## src/rtl/pcm_fifo_sched.sv

```systemverilog
// rtl/pcm_fifo_sched.sv - PCM FIFO write arbiter, FIFO reset sequencer, sample timer, AFLOW irq
// Optional DMA write path enabled by defining PCM_SCHED_DMA_EN.
module pcm_fifo_sched #(
  parameter int CLK_DIV    = 512,
  parameter int DIV_W      = 10,
  parameter int RST_CYCLES = 2
) (
  input  logic       clk,
  input  logic       rst,
  input  logic       cpu_wr,
  input  logic [7:0] cpu_wrdata,
  input  logic       dma_req,
  input  logic [7:0] dma_wrdata,
  output logic       dma_ack,
  input  logic       ctrl_fifo_reset,
  input  logic       irq_en,
  input  logic       irq_ack,
  input  logic       ovf_clr,
  input  logic       fifo_full,
  input  logic       fifo_almost_empty,
  output logic       fifo_write,
  output logic [7:0] fifo_wrdata,
  output logic       fifo_reset,
  output logic       next_sample,
  output logic       irq_aflow,
  output logic       overflow
);

  localparam int RC_W = (RST_CYCLES > 1) ? $clog2(RST_CYCLES) : 1;

  logic [RC_W-1:0]  rst_cnt;
  logic [DIV_W-1:0] div_cnt;
  logic             ae_prev;
  logic             busy;
  logic             cpu_go;
  logic             cpu_drop;
  logic             dma_go;

  // CPU always wins; a write landing during a FIFO reset is discarded without flagging overflow.
  always_comb begin
    busy     = fifo_reset | ctrl_fifo_reset;
    cpu_go   = !rst && !busy && cpu_wr && !fifo_full;
    cpu_drop = !rst && !busy && cpu_wr && fifo_full;
`ifdef PCM_SCHED_DMA_EN
    dma_go      = !rst && !busy && !cpu_wr && dma_req && !fifo_full;
    fifo_wrdata = dma_go ? dma_wrdata : cpu_wrdata;
`else
    dma_go      = 1'b0;
    fifo_wrdata = cpu_wrdata;
`endif
    fifo_write = cpu_go | dma_go;
    dma_ack    = dma_go;
  end

`ifndef PCM_SCHED_DMA_EN
  logic dma_unused;
  assign dma_unused = ^{dma_req, dma_wrdata};
`endif

  // rst_cnt holds the remaining cycles after the current one; a new request restarts it.
  always_ff @(posedge clk) begin
    if (rst) begin
      fifo_reset <= 1'b0;
      rst_cnt    <= '0;
    end else if (ctrl_fifo_reset) begin
      fifo_reset <= 1'b1;
      rst_cnt    <= RC_W'(RST_CYCLES - 1);
    end else if (fifo_reset) begin
      if (rst_cnt == '0) fifo_reset <= 1'b0;
      else               rst_cnt    <= rst_cnt - 1'b1;
    end
  end

  always_ff @(posedge clk) begin
    if (rst) begin
      div_cnt     <= DIV_W'(CLK_DIV - 1);
      next_sample <= 1'b0;
    end else if (div_cnt == '0) begin
      div_cnt     <= DIV_W'(CLK_DIV - 1);
      next_sample <= 1'b1;
    end else begin
      div_cnt     <= div_cnt - 1'b1;
      next_sample <= 1'b0;
    end
  end

  always_ff @(posedge clk) begin
    if (rst)           overflow <= 1'b0;
    else if (cpu_drop) overflow <= 1'b1;
    else if (ovf_clr)  overflow <= 1'b0;
  end

  // ae_prev resets high so an almost-empty level already present at reset release is not an edge.
  always_ff @(posedge clk) begin
    if (rst) begin
      ae_prev   <= 1'b1;
      irq_aflow <= 1'b0;
    end else begin
      ae_prev <= fifo_almost_empty;
      if (!irq_en)                                irq_aflow <= 1'b0;
      else if (fifo_almost_empty && !ae_prev)     irq_aflow <= 1'b1;
      else if (irq_ack)                           irq_aflow <= 1'b0;
    end
  end

endmodule

```

## config.mk

```make
export PLATFORM = sky130hd
export DESIGN_NAME = pcm_fifo_sched
export DESIGN_NICKNAME = d
export VERILOG_FILES = /design/src/rtl/pcm_fifo_sched.sv
export SDC_FILE = /design/constraint.sdc
export NUM_CORES = 1
export LEC_CHECK = 0
export CORE_MARGIN = 2
export CORE_UTILIZATION = 23
export DETAILED_ROUTE_END_ITERATION = 16
export HOLD_SLACK_MARGIN = 0.03
export PLACE_DENSITY_LB_ADDON = 0.12
export SYNTH_ARGS = -nofsm -noshare
export SYNTH_HDL_FRONTEND = slang
export SYNTH_SLANG_ARGS = --single-unit
```

## constraint.sdc

```tcl
create_clock -name clk -period 4.65 [get_ports clk]
set_clock_uncertainty 0.1 [all_clocks]
set_input_delay 0.6975 -clock clk [delete_from_list [all_inputs] [get_ports clk]]
set_output_delay 0.6975 -clock clk [all_outputs]
set_load 0.01 [all_outputs]
```

==> results of run 1 <==
## metal layers
metal  part of all wire [%]  vias up  global-route usage (%)
met5                      0        -                       0
met4                      0        0                   0.974
met3                    9.2        0                    4.18
met2                     44       16                    12.1
met1                     46      244                    10.3
li1                       -      278                       -
## power by group through the flow
stage	clock (mW)	combinational, mW	sequential (mW)
3_3_place_gp	0	0.0213	0.148
6_report	0.0927	0.0211	0.144
2_1_floorplan	0	0.0168	0.147
5_1_grt	0.104	0.0238	0.145
3_5_place_dp	0	0.0215	0.148
4_1_cts	0.0998	0.0216	0.144
## through the flow
step           setup slack (ps)  util (%)  instance area [sq um]
6_report                   1790      29.3                    823
5_1_grt                    1760      29.3                    823
4_1_cts                    1780      29.3                    823
3_5_place_dp               1770      28.1                    787
3_3_place_gp               1790      28.1                    787
2_1_floorplan              2720         -                    694
## final cells by class
class                           instances  share of cell area, %
Clock buffer                            4                   4.41
Inverter                                8                   3.65
Multi-Input combinational cell         44                   32.5
Sequential cell                        16                   38.9
Tap cell                               31                   4.71
Timing Repair Buffer                   13                   15.8
## cells in the mapped netlist, drive strengths merged
| cell | number |
|---|---|
| nor3 | 1 |
| nor2 | 5 |
| nor4 | 1 |
| dfxtp | 16 |
| nand2 | 6 |
| conb | 1 |
| a21oi | 2 |
| o311ai | 1 |
| or2 | 1 |
| o31a | 1 |
| o21ai | 2 |
| and3 | 1 |
| o31ai | 4 |
| ha | 1 |
| nand3 | 6 |
| o22ai | 1 |
| or4 | 4 |
| o41ai | 1 |
| buf | 9 |
| xnor2 | 1 |
| or4b | 1 |
| or3 | 2 |
| a32oi | 1 |
| clkbuf | 2 |
| inv | 8 |
## layout by cell type, fill, tap and decap left out
master	instances
conb_1	1
or2_2	1
nand3_1	6
a32oi_1	1
o21ai_0	2
xnor2_1	1
or4_1	4
nor4_1	1
o41ai_1	1
and3_1	1
ha_1	1
clkbuf_4	3
or4b_1	1
nand2_1	6
dfxtp_1	16
o31ai_1	4
inv_1	8
o31a_2	1
clkdlybuf4s50_1	13
nor3_1	1
o311ai_0	1
nor2_1	5
a21oi_1	2
clkbuf_8	1
or3_2	2
o22ai_1	1
## kinds of logic after synthesis
logic type / Yosys count
AND/OR/NAND/NOR: 28
AO/OA/AOI/OAI: 13
flip-flops: 16
adder cells (fa/ha/maj): 1
XOR/XNOR: 1
buffers and inverters: 19
other: 1
## flip-flops by register name (all words and copies together), names as in the netlist
signal / count
rst_cnt: 1
irq_aflow: 1
ae_prev: 1
overflow: 1
div_cnt: 10
next_sample: 1
fifo_reset: 1
## final timing paths
check	to	slack, ps
worst max-delay path	fifo_write	1790
worst min-delay path	div_cnt[0]	320
worst max register to register	div_cnt[8]	2700
worst min register to register	div_cnt[0]	320
## critical path, stage by stage
cell	delay, ps
clkdlybuf4s50_1	440
nor2_1	160
nand2_1	70
nor3_1	130
clkdlybuf4s50_1	570
==> metrics, run 1 <==
min Tclk post-route 2860 ps; Routed Wire Length 1370 um; placed insts 112; Post-CTS Setup Bufs 0; H-Tree Level Count 1; CTS sink count 16; DIE HEIGHT 58.9 um; sw frac 22.1%; Worst setup startpoint ctrl_fifo_reset; Yosys top cell by area dfxtp_1; internal power 201 uW; HPWL Detailed 1010 um; yosys warns 0; GRT Total Usage 7.92%; total congestion overflow 0; leakage 0.308 nW; CTS tree yes; chip width 58.9 um; largest net degree at the start of global routing 10; number of max-cap violations 0; Port Buffers 13; post-synthesis compound-gate area fraction 13.3%; Hold WC Path Type flop to flop; DR WL/cell 11.8 um; Fin Hold WS 324 ps; worst skew pair latency 290 ps; Synth Area in Simple Gates 21.6%; nets@finish 113; area delta synth->final 18.6%; # DRC 3; post-CTS sizing 0; failing checks DRC; Setup TNS 0 ps; top area cells in the synthesized netlist dfxtp_1 (46%), buf_4 (9.7%), nand3_1 (4.3%), inv_1 (4.3%), o31ai_1 (4.3%); Distinct cells, synth 26; Post-Layout Cell Count 116; clk slew on worst S/H paths 100 ps; setup violators final 0; Startpoint Class input pin; initial core utilization 24.8%; register area 320 sq um; status finished with violations; num ports 40; detailed router's first-iteration violation count 10; Critical Path Fanout Max 3; arrival time of the worst setup path 2060 ps; vias in the first global route 496; Die ar. 3470 sq um; Synth Area in XOR/XNOR 1.26%; Post-Synthesis Cells 79; mux contribution to synthesized area 0%; DR pass1 iterations 12; Reg power frac 55.9%; row count 19; R2R cell count 5; hold path depth 1; Post-CTS Hold Buffers 0; first-pass GRT wire length 2100 um; Fmax achieved 350 MHz; via count 538; CTS buffer count 3; Slew Viols, Final 0; Avg Cell Area, Syn 8.79 sq um; synthesized flop and latch total 16; Comb pwr share 8.2%; core footprint 2810 sq um; adder-cell share of the synthesized area 1.80%; hold path startpoint div_cnt[0]; gpl congestion 0.610; WP data required 3850 ps; final period utilization 61.5%; maximum VDD drop 0.000129 V; post-synth top area share 46.1%; Fin. Hold Viols 0; area occupied by multi-input gates 268 sq um; Clock Tree Buf Depth 2; Critical Path End Type output port; Critical R2R Launch div_cnt[0]; Synthesized Nets 106; register area share after synthesis 46.1%; crit path kind input pin to output port; Clk pwr share 35.9%; Antenna Nets Post-Route 0; FILL cells 299; initial antenna violation count 0; diode count 0; share of cells above drive strength 1 9.41%; clk root buf clkbuf_4; synthesized area 694 sq um; Sw Pwr 57.1 uW; Power Total 258 uW; unrepaired setup endpoints after global routing false; Via density 4.64; power density cells 314 nW/um^2; main combinational cell family by area after synthesis simple AND/OR/NAND/NOR gates
Power figures use the tool's default switching activity.
==> inputs of run 2 (changes only) <==
==> constraint.sdc (replaced) <==
create_clock -name clk -period 2.5 [get_ports clk]
set_clock_uncertainty 0.1 [all_clocks]
set_input_delay 0.375 -clock clk [delete_from_list [all_inputs] [get_ports clk]]
set_output_delay 0.375 -clock clk [all_outputs]
set_load 0.01 [all_outputs]
==> run 2 against run 1 <==
  * Clock power increased by 82%
  * Cell area rose by 0.91%
  * Critical path depth stayed put
  * First-iteration DRC count is 50% higher
  * Critical path type unchanged
  * Via count decreased by 1.3%
  * Count of clock-buffer cells in the layout unchanged
  * Global-route usage rose by 0.22 points
  * Flip-flop and latch count unchanged
  * Combinational power up 91%
  * The run still ends with DRC left
  * Die area unchanged
  * Cell count grew 0.86%
==> metrics, run 2 (synthesis gave the netlist of run 1 again) <==
crit path cell chain clkdlybuf4s50_1, nor2_1, nand2_1, nor3_1, clkdlybuf4s50_1; Crit path top cell by count clkdlybuf4s50_1; worst skew pair latency 280 ps (about the same); maximum VDD drop 0.000248 V (+93%); Fin. Hold Viols 0 (unchanged); Port Buffers 13 (unchanged); Via density 4.54 (-2.1%); Worst setup startpoint ctrl_fifo_reset; CTS buffer count 3 (unchanged); share of cells above drive strength 1 10.5% (+1.1 points); DR WL/cell 11.4 um (-3.7%); HPWL Detailed 1010 um (-0.60%); GRT Total Usage 8.14% (+0.22 points); leakage 0.312 nW (+1.6%); Clock Tree Buf Depth 2 (unchanged); status finished with violations; hold path startpoint div_cnt[0]; setup violators final 0 (unchanged); sw frac 21.5% (-0.62 points); CTS sink count 16 (unchanged); WP data required 2030 ps (-1820 ps); unrepaired setup endpoints after global routing false; Post-CTS Setup Bufs 0 (unchanged); largest register by flop count div_cnt; Placed Area 795 sq um (+0.95%); row count 19 (unchanged); area delta synth->final 19.6%; Routed Wire Length 1330 um (-2.9%); num ports 40 (unchanged); commonest non-fill, non-tap cell in the layout dfxtp_1; H-Tree Level Count 1 (unchanged); first-pass GRT wire length 2120 um (+1.0%); clk root buf clkbuf_4; failing checks DRC; via count 531 (-1.3%); arrival time of the worst setup path 1740 ps (-320 ps); Final Util 29.6% (+0.27 points); Die ar. 3470 sq um (unchanged); DR pass1 iterations 12 (unchanged); # DRC 3 (unchanged); Reg power frac 56.2% (+0.3 points); initial antenna violation count 0 (unchanged); DIE HEIGHT 58.9 um (unchanged); Setup TNS 0 ps (unchanged); Critical Path End Type output port; most frequent cells in the layout dfxtp_1 (16), clkdlybuf4s50_1 (13), inv_1 (8); Critical Path Fanout Max 3 (unchanged); internal power 375 uW (+86%); crit path kind input pin to output port; Critical R2R Launch div_cnt[0]; Post-CTS Hold Buffers 0 (unchanged); Clk pwr share 35.4% (-0.5 points); vias in the first global route 462 (-6.9%); max reg flops 10 (unchanged); Fmax achieved 452 MHz; CTS tree yes; Startpoint Class input pin; diode count 0 (unchanged); chip width 58.9 um (unchanged); Antenna Nets Post-Route 0 (unchanged); power density cells 575 nW/um^2 (+83%); Comb pwr share 8.5% (+0.3 points); Slew Viols, Final 0 (unchanged); initial core utilization 24.8% (unchanged); largest net degree at the start of global routing 10 (unchanged); Final Instance Area 831 sq um (+0.91%); clk slew on worst S/H paths 90 ps (about the same); min Tclk post-route 2210 ps; Sw Pwr 103 uW (+80%); post-CTS sizing 0 (unchanged); core footprint 2810 sq um (unchanged); final period utilization 88.5%; number of max-cap violations 0 (unchanged); CP max stage delay 570 ps (about the same); detailed router's first-iteration violation count 15 (+5); Hold WC Path Type flop to flop; gpl congestion 0.598 (-2.0%); nets@finish 114 (+0.88%); Crit-path slowest cell clkdlybuf4s50_1; total congestion overflow 0 (unchanged); FILL cells 302 (+1.0%)
-- run 2: final cells by class --
cell class	instances	area, sq um	share of cell area [%]
inverter	8	30.0	3.61
sequential	16	320	38.6
multi-input combinational	44	268	32.2
clock buffer	4	36.3	4.37
timing repair buffer	14	138	16.6
tap	31	38.8	4.67
-- run 2: path summary, 6_finish.rpt --
path	end	slack (ps)	depth (start not counted)
max	fifo_write	290	5
min	div_cnt[0]	320	1
max reg2reg	div_cnt[8]	550	5
min reg2reg	div_cnt[0]	320	1
-- run 2: power by group through the flow --
stage / sequential, mW / combinational (mW) / clock (mW)
6_report: 0.268 / 0.0404 / 0.169
5_1_grt: 0.269 / 0.0468 / 0.191
4_1_cts: 0.269 / 0.0413 / 0.183
3_5_place_dp: 0.275 / 0.0411 / 0
3_3_place_gp: 0.274 / 0.0410 / 0
2_1_floorplan: 0.274 / 0.0312 / 0
-- run 2: layer usage --
metal | track usage (%) | up-vias | part of all wire [%]
met3 | 4.40 | 2 | 9.1
li1 | - | 282 | -
met4 | 1.95 | 0 | 0.60
met2 | 12.1 | 19 | 42
met1 | 10.4 | 228 | 48
met5 | 0 | - | 0
-- run 2: critical path: cells and delay by family --
family	cells	cell delay, ps
AND/OR/NAND/NOR	3	360
buffers and inverters	2	1010
-- run 2: per-stage QoR --
stage	setup slack, ps	std cells	power [mW]	hold WS, ps
5_1_grt	147	117	0.507	350
3_5_place_dp	277	113	0.316	305
6_report	287	117	0.478	320
4_1_cts	269	117	0.493	330
2_1_floorplan	695	79	0.305	279
3_3_place_gp	275	113	0.315	302
==> inputs of run 3 (changes only) <==
--- a/config.mk
+++ b/config.mk
@@ -10,6 +10,7 @@
 export DETAILED_ROUTE_END_ITERATION = 16
 export HOLD_SLACK_MARGIN = 0.03
 export PLACE_DENSITY_LB_ADDON = 0.12
+export RECOVER_POWER = 50
 export SYNTH_ARGS = -nofsm -noshare
 export SYNTH_HDL_FRONTEND = slang
 export SYNTH_SLANG_ARGS = --single-unit
==> run 3 against run 2 <==
  * The run still ends with DRC left
  * Global-route usage stayed put
  * Wire length hardly changed
  * Critical endpoint unchanged
  * Combinational power is 3% lower
  * Utilization is 0.13 points lower
  * Count of clock-buffer cells in the layout stayed put
  * Critical path type unchanged
  * Worst hold slack stayed put
  * Critical path depth stayed put
  * Non-clock buffer count stayed put
==> metrics, run 3 (synthesis gave the netlist of run 1 again) <==
status finished with violations; failing checks DRC; core footprint 2810 sq um (unchanged); Critical R2R Launch div_cnt[0]; final period utilization 88.4% (-0.17 points); Post-CTS Hold Buffers 0 (unchanged); vias in the first global route 462 (unchanged); Antenna Nets Post-Route 0 (unchanged); initial antenna violation count 0 (unchanged); DIE HEIGHT 58.9 um (unchanged); CP delay by family, top buffers and inverters; H-Tree Level Count 1 (unchanged); Routed Wire Length 1330 um (about the same); crit path kind input pin to output port; worst skew pair latency 280 ps (about the same); num ports 40 (unchanged); setup violators final 0 (unchanged); arrival time of the worst setup path 1730 ps (about the same); Critical Path Fanout Max 3 (unchanged); largest register by flop count div_cnt; WP data required 2030 ps (about the same); Slew Viols, Final 0 (unchanged); CTS tree yes; first-pass GRT wire length 2120 um (unchanged); power density cells 576 nW/um^2 (+0.21%); M1 wire length 641 um (-0.47%); diode count 0 (unchanged); GRT Total Usage 8.14% (unchanged); CTS buffer count 3 (unchanged); R2R cell count 5 (unchanged); uppermost routed layer met4; Startpoint Class input pin; min Tclk post-route 2210 ps (-4.27 ps); row count 19 (unchanged); reg2reg end div_cnt[8]; number of max-cap violations 0 (unchanged); CP max stage delay 570 ps (about the same); Port Buffers 13 (unchanged); leakage 0.309 nW (-1.1%); share of cells above drive strength 1 9.30% (-1.2 points); nets@finish 114 (unchanged); Final Instance Area 827 sq um (-0.45%); Hold WC Path Type flop to flop; Crit-path slowest cell clkdlybuf4s50_1; Buf+Inv Stages, Crit Path 2 (unchanged); Setup crit end fifo_write; Fmax achieved 453 MHz (+0.19%); initial core utilization 24.8% (unchanged); cell count along the critical path 5 (unchanged); Setup TNS 0 ps (unchanged); most frequent cells in the layout dfxtp_1 (16), clkdlybuf4s50_1 (12), inv_1 (8); HPWL Detailed 1010 um (unchanged); DR pass1 iterations 12 (unchanged); met2 wire length 556 um (+0.54%); Post-CTS Setup Bufs 0 (unchanged); WL met3 121 um (unchanged); Placed Area 795 sq um (unchanged); FF-to-FF setup slack 550 ps (about the same); DR WL/cell 11.3 um (about the same); detailed router's first-iteration violation count 15 (unchanged); chip width 58.9 um (unchanged); Crit path top cell by count clkdlybuf4s50_1; unrepaired setup endpoints after global routing false; gpl congestion 0.598 (unchanged); via count 532 (+0.19%); # DRC 3 (unchanged); Fin. Hold Viols 0 (unchanged); clk slew on worst S/H paths 90 ps (about the same); maximum VDD drop 0.000248 V (about the same); post-CTS sizing 0 (unchanged); clk root buf clkbuf_4; commonest non-fill, non-tap cell in the layout dfxtp_1; total congestion overflow 0 (unchanged); Via density 4.55 (+0.19%); Clock Tree Buf Depth 2 (unchanged); CTS sink count 16 (unchanged); area delta synth->final 19.1%; Worst setup startpoint ctrl_fifo_reset; largest net degree at the start of global routing 10 (unchanged); max reg flops 10 (unchanged); crit path cell chain clkdlybuf4s50_1, nor2_1, nand2_1, nor3_1, clkdlybuf4s50_1; Die ar. 3470 sq um (unchanged); Critical Path End Type output port
[run 3: cell types whose count changed in the layout (fill, tap and decap cells not counted)]
| cell | before | now |
|---|---|---|
| dlygate4sd3_1 | 0 | 1 |
| clkdlybuf4s50_1 | 13 | 12 |
| buf_4 | 1 | 0 |
| clkbuf_1 | 0 | 1 |
[run 3: cell type report]
cell class	count	area, sq um
Fill cell	304	1980
Sequential cell	16	320
Multi-Input combinational cell	44	268
Timing Repair Buffer	14	134
Tap cell	31	38.8
Clock buffer	4	36.3
Inverter	8	30.0
[run 3: worst register-to-register path, stage by stage (launching register included)]
cell	delay, ps
dfxtp_1	340
inv_1	60
ha_1	190
or4b_1	600
or4_1	520
nand3_1	90
[run 3: how the worst min path moves through the flow]
stage	startpoint	to	depth (start not counted)
after global placement	div_cnt[0]	div_cnt[0]	1
final	div_cnt[0]	div_cnt[0]	1
after detailed placement	div_cnt[0]	div_cnt[0]	1
after floorplan	div_cnt[0]	div_cnt[0]	1
after CTS	div_cnt[0]	div_cnt[0]	1
after global routing	div_cnt[0]	div_cnt[0]	1
[run 3: through the flow]
| stage | worst slack [ps] | total power, mW | utilization (%) | cells | hold slack (ps) |
|---|---|---|---|---|---|
| 6_report | 291 | 0.476 | 29.5 | 117 | 320 |
| 5_1_grt | 147 | 0.505 | 29.5 | 117 | 350 |
| 4_1_cts | 269 | 0.493 | 29.6 | 117 | 330 |
| 3_5_place_dp | 277 | 0.316 | 28.3 | 113 | 305 |
| 3_3_place_gp | 275 | 0.315 | 28.3 | 113 | 302 |
| 2_1_floorplan | 695 | 0.305 | - | 79 | 279 |
[run 3: layer usage]
metal	vias up	global-route usage (%)
li1	281	-
met2	19	12.1
met1	230	10.4
met4	0	1.95
met5	-	0
met3	2	4.40
[run 3: report_power, final]
part / leakage, nW / internal [mW] / switching, mW
registers: 0.131 / 0.263 / 0.00558
clock network: 0.0210 / 0.0887 / 0.0802
logic: 0.157 / 0.0227 / 0.0166
